[config.mk]
export PLATFORM = sky130hd
export DESIGN_NAME = cpu_write_sbuf
export DESIGN_NICKNAME = d
export VERILOG_FILES = /design/src/rtl/cpu_write_sbuf.sv
export SDC_FILE = /design/constraint.sdc
export NUM_CORES = 1
export LEC_CHECK = 0
export BUFFER_PORTS_ARGS = -buffer_cell sky130_fd_sc_hd__buf_2
export CELL_PAD_IN_SITES_DETAIL_PLACEMENT = 1
export CELL_PAD_IN_SITES_GLOBAL_PLACEMENT = 1
export CORE_MARGIN = 4
export CORE_UTILIZATION = 50
export DETAILED_ROUTE_END_ITERATION = 10
export PLACE_DENSITY_LB_ADDON = 0.1
export SETUP_SLACK_MARGIN = 0.15
export SLEW_MARGIN = 20
export SYNTH_ARGS = -nofsm -noshare
export SYNTH_HDL_FRONTEND = slang
export SYNTH_SLANG_ARGS = --single-unit
[constraint.sdc]
create_clock -name clk_i -period 7.1 [get_ports clk_i]
set_input_delay 1.42 -clock clk_i [delete_from_list [all_inputs] [get_ports clk_i]]
set_output_delay 1.42 -clock clk_i [all_outputs]
set_load 0.1 [all_outputs]
[src/rtl/cpu_write_sbuf.sv]
// cpu_write_sbuf: writeback unit with a DEPTH-entry store buffer.
//
// Register writeback (index, enable, result) is registered for one cycle.
// Stores are converted to a word-aligned address, big-endian byte lane
// enables and lane-replicated data, then queued in a FIFO. The head of the
// FIFO is presented on a valid/ack memory port. stall_o is raised upstream
// while the FIFO is full.
//
// Ports
//   clk_i, rst_i                   clock (rising edge), async active-low reset
//   valid_i                        instruction present at writeback
//   register_write_index_i/_o      destination register (in / registered)
//   register_write_enable_i/_o     register write (in / registered, accept-gated)
//   memory_write_enable_i          instruction is a store
//   memory_write_size_i            00 byte, 01 half, 1x word
//   memory_write_address_i         store byte address
//   result_i / result_o            ALU result or store data / registered result
//   stall_o                        buffer full; upstream holds instruction
//   mem_req_o, mem_ack_i           head valid / memory accepts head
//   mem_addr_o, mem_data_o         head word address / replicated data
//   mem_sel_o                      head byte enables, bit3 = data[31:24]
//   buffer_count_o, empty_o        occupancy / no pending stores
module cpu_write_sbuf #(
    parameter int DEPTH     = 4,
    parameter int ADDR_W    = 32,
    parameter int REG_IDX_W = 4
) (
    input  logic                       clk_i,
    input  logic                       rst_i,
    input  logic                       valid_i,
    input  logic [REG_IDX_W-1:0]       register_write_index_i,
    input  logic                       register_write_enable_i,
    input  logic                       memory_write_enable_i,
    input  logic [1:0]                 memory_write_size_i,
    input  logic [ADDR_W-1:0]          memory_write_address_i,
    input  logic [31:0]                result_i,
    output logic                       stall_o,
    output logic [REG_IDX_W-1:0]       register_write_index_o,
    output logic                       register_write_enable_o,
    output logic [31:0]                result_o,
    output logic                       mem_req_o,
    input  logic                       mem_ack_i,
    output logic [ADDR_W-1:0]          mem_addr_o,
    output logic [31:0]                mem_data_o,
    output logic [3:0]                 mem_sel_o,
    output logic [$clog2(DEPTH):0]     buffer_count_o,
    output logic                       empty_o
);

    localparam int PTR_W = $clog2(DEPTH);
    localparam int CNT_W = PTR_W + 1;
    localparam logic [CNT_W-1:0] FULL_CNT = CNT_W'(DEPTH);

    logic [PTR_W-1:0]     wr_ptr_q, wr_ptr_d;
    logic [PTR_W-1:0]     rd_ptr_q, rd_ptr_d;
    logic [CNT_W-1:0]     count_q, count_d;

    logic [REG_IDX_W-1:0] reg_idx_q;
    logic                 reg_we_q;
    logic [31:0]          result_q;

    logic [ADDR_W-1:0]    addr_q [DEPTH];
    logic [3:0]           sel_q  [DEPTH];
    logic [31:0]          data_q [DEPTH];

    logic [ADDR_W-1:0]    ent_addr_d;
    logic [3:0]           ent_sel_d;
    logic [31:0]          ent_data_d;

    logic                 full;
    logic                 empty;
    logic                 accept;
    logic                 push;
    logic                 pop;

    // Stall and request are purely registered: no path from mem_ack_i.
    assign full   = (count_q == FULL_CNT);
    assign empty  = (count_q == '0);
    assign accept = valid_i & ~full;
    assign push   = accept & memory_write_enable_i;
    assign pop    = ~empty & mem_ack_i;

    always_comb begin
        ent_addr_d = {memory_write_address_i[ADDR_W-1:2], 2'b00};
        ent_sel_d  = 4'b1111;
        ent_data_d = result_i;
        case (memory_write_size_i)
            2'b00: begin
                ent_sel_d  = 4'b1000 >> memory_write_address_i[1:0];
                ent_data_d = {4{result_i[7:0]}};
            end
            2'b01: begin
                ent_sel_d  = memory_write_address_i[1] ? 4'b0011 : 4'b1100;
                ent_data_d = {2{result_i[15:0]}};
            end
            default: begin
                ent_sel_d  = 4'b1111;
                ent_data_d = result_i;
            end
        endcase
    end

    always_comb begin
        wr_ptr_d = wr_ptr_q;
        rd_ptr_d = rd_ptr_q;
        count_d  = count_q;
        if (push) begin
            wr_ptr_d = wr_ptr_q + PTR_W'(1);
        end
        if (pop) begin
            rd_ptr_d = rd_ptr_q + PTR_W'(1);
        end
        case ({push, pop})
            2'b10:   count_d = count_q + CNT_W'(1);
            2'b01:   count_d = count_q - CNT_W'(1);
            default: count_d = count_q;
        endcase
    end

    always_ff @(posedge clk_i or negedge rst_i) begin
        if (!rst_i) begin
            wr_ptr_q  <= '0;
            rd_ptr_q  <= '0;
            count_q   <= '0;
            reg_idx_q <= '0;
            reg_we_q  <= 1'b0;
            result_q  <= '0;
        end else begin
            wr_ptr_q  <= wr_ptr_d;
            rd_ptr_q  <= rd_ptr_d;
            count_q   <= count_d;
            reg_idx_q <= register_write_index_i;
            reg_we_q  <= accept & register_write_enable_i;
            result_q  <= result_i;
        end
    end

    // Entry storage needs no reset: it is only observed through the head
    // outputs, which are forced to zero whenever the buffer is empty.
    always_ff @(posedge clk_i) begin
        if (push) begin
            addr_q[wr_ptr_q] <= ent_addr_d;
            sel_q[wr_ptr_q]  <= ent_sel_d;
            data_q[wr_ptr_q] <= ent_data_d;
        end
    end

    assign stall_o                 = full;
    assign register_write_index_o  = reg_idx_q;
    assign register_write_enable_o = reg_we_q;
    assign result_o                = result_q;
    assign mem_req_o               = ~empty;
    assign mem_addr_o              = empty ? '0 : addr_q[rd_ptr_q];
    assign mem_sel_o               = empty ? '0 : sel_q[rd_ptr_q];
    assign mem_data_o              = empty ? '0 : data_q[rd_ptr_q];
    assign buffer_count_o          = count_q;
    assign empty_o                 = empty;

endmodule

==> qor.yml <==
timing:
  tightestPinTransition_ns: 1.074
  rsz0062_at_grt: "false"
  hold_viol_final: 0
  slew-limit-headroom: 0.2843
  max_freq_mhz: 214.4
  setup_tns_ns: 0
  finalSetupViolCount: 0
  finalCriticalPeriod_ns: 4.663
  post-route-period-util: 0.6568
  clock_skew_ns: 0.01362
  slew_violations: 0
routing:
  avgViaCountPerCell: 5.456
  firstDrtPassIters: 4
  dr.first_iter.drc_count: 439
  wl_met1_um: 10800
  drcViolationCount: 0
  drt-total-wl_um: 25870
  wl_met2_um: 13140
  wl_met3_um: 1538
  wire_per_inst_um: 23.88
  highest_layer: "met5"
  drtAntennaViolNets: 0
  num_vias: 5909
setup_path:
  worstPathArrival_ns: 3.24
  worstPathRequired_ns: 5.68
  reg2reg_slack_ns: 4.31
  critPathTopFamily: "flip-flops"
  slowest_stage: "dfrtp_4"
  timing.critical_path.slowest_cell_delay_ns: 1.00
  cp-start-kind: "flip-flop"
  crit_buf_inv: 2
  endpoint_kind: "output pin"
  crit_fanout: 43
  crit_type: "flip-flop to output pin"
  crit_chain: "buf_4 > mux4_2 > and2_1 > buf_2"
logic_synthesis:
  syn_inst: 552
  avgSynthCellArea_um2: 21.32
  synth_top_cell_area_share: 0.6737
  ys_ff_latch: 308
  synth.top_cells.by_area: "edfxtp_1, mux4_2, dfrtp_1, and2_1, mux2_2"
  synth-edff-count: 264
  synth-warning-count: 0
  synth_top_cells_by_count: "edfxtp_1, and2_1, mux4_2"
  synth.lib_cells_used.distinct: 29
  synthArstFlopShare: 0.1429
  syn_area_um2: 11770
  ys_seq_area_frac: 0.7673
  yosys_most_used_dff: "edfxtp_1"
  synth_area_leader_cell: "edfxtp_1"
  yosysMostFrequentCell: "edfxtp_1"
hold_path:
  min_path_type: "flip-flop to flip-flop"
floorplanning:
  io_pins: 187
  row_count: 55
  die_height_um: 161.4
  dieArea_um2: 26050
  core_um2: 22920
  initial_core_util: 0.5135
  fp.dieW_um: 161.4
clock_network:
  cts_resized: 0
  cts_tree: "done"
  cts_max_level: 2
  post_cts_buffers: 0
  clkLatencyLatePin_ns: 0.51
  ctsHoldBuffers: 0
  root_buffer: "clkbuf_16"
  cts.sink_count: 308
  path_clk_slew_ns: 0.06
  clock_path_buffers: 3
  numCtsBuffers: 34
finish:
  regArea_um2: 9036
  fin_nets: 827
  multi_input_area_um2: 2520
  stdcell_area_um2: 14020
  area_growth_pct: 19.17
  nFillCells: 2026
  drive_gt1_frac: 0.4200
  post-route-util: 0.6120
  stdcell_count: 1083
place:
  dpl.hpwl_um: 15090
  placed_cells: 1022
  placed_cell_area_um2: 12920
  port_buffers: 184
  gp_congestion: 0.7080
global_route:
  grt_overflow: 0
  grt_use_total: 0.2034
  grt_max_degree: 71
  antenna_found_initial: 1
  grt_pass1_vias: 6824
  grt_pass1_wl_um: 40370
run_status:
  outcome: "completed"
flow_run:
  cap_violations: 0
[metal layers]
layer,GRT usage,up-vias
met5,0,-
met4,0.05002,2
met3,0.04670,32
met2,0.3433,199
met1,0.2724,3125
li1,-,2551
[sequential cells by signal, summed over array words and instances (netlist names)]
register                 flops
data_q                     128
addr_q                     120
result_o                    32
sel_q                       16
register_write_index_o       4
buffer_count_o               3
rd_ptr_q                     2
wr_ptr_q                     2
register_write_enable_o      1
[placed cells by master, fill, tap and decap left out, drive strengths merged, types with 2 or more instances in the layout]
cell    instances
and3            2
nand2           8
mux4           66
buf           186
nor2            3
edfxtp        264
and2           71
conb            2
bufinv          2
inv            10
clkinv          8
xor2            3
dfrtp          44
o21ai           8
mux2i           9
ha              5
xnor2           3
o21bai          4
mux2           17
clkbuf         48
[path summary, 6_finish.rpt]
| kind | from | end | cells after the start |
|---|---|---|---|
| worst max-delay path | rd_ptr_q[0] | mem_data_o[12] | 4 |
| worst min-delay path | buffer_count_o[2] | buffer_count_o[2] | 1 |
| worst max register to register | buffer_count_o[0] | buffer_count_o[2] | 9 |
| worst min register to register | buffer_count_o[2] | buffer_count_o[2] | 1 |
| max in group asynchronous | rst_i | rd_ptr_q[1] | 1 |
| min in group asynchronous | rst_i | result_o[8] | 1 |
[metrics by stage]
step	hold slack, ns	setup slack (ns)
2_1_floorplan	0.5348	2.508
3_3_place_gp	0.4940	2.873
3_5_place_dp	0.5086	2.877
4_1_cts	0.5437	2.314
5_1_grt	0.5747	2.147
6_report	0.5526	2.437
[logic make-up after synthesis]
group / count (synthesis) / share of synthesized area
AO/OA/AOI/OAI: 12 / 0.005955
XOR/XNOR: 6 / 0.004467
adder cells (fa/ha/maj): 6 / 0.007018
buffers and inverters: 39 / 0.01988
flip-flops: 308 / 0.7673
multiplexers: 92 / 0.1506
other: 1 / 0.0003187
AND/OR/NAND/NOR: 88 / 0.04455
[layout make-up]
class | count | share of cell area
antenna | 1 | 0.0001784
inverter | 9 | 0.002409
sequential | 308 | 0.6444
clock inverter | 12 | 0.008119
tap | 313 | 0.02793
timing repair buffer | 186 | 0.06692
clock buffer | 48 | 0.07040
multi-input combinational | 206 | 0.1797
Power is not shown: default switching activity piles up to over one toggle a cycle in this logic, so the estimate is an artifact.
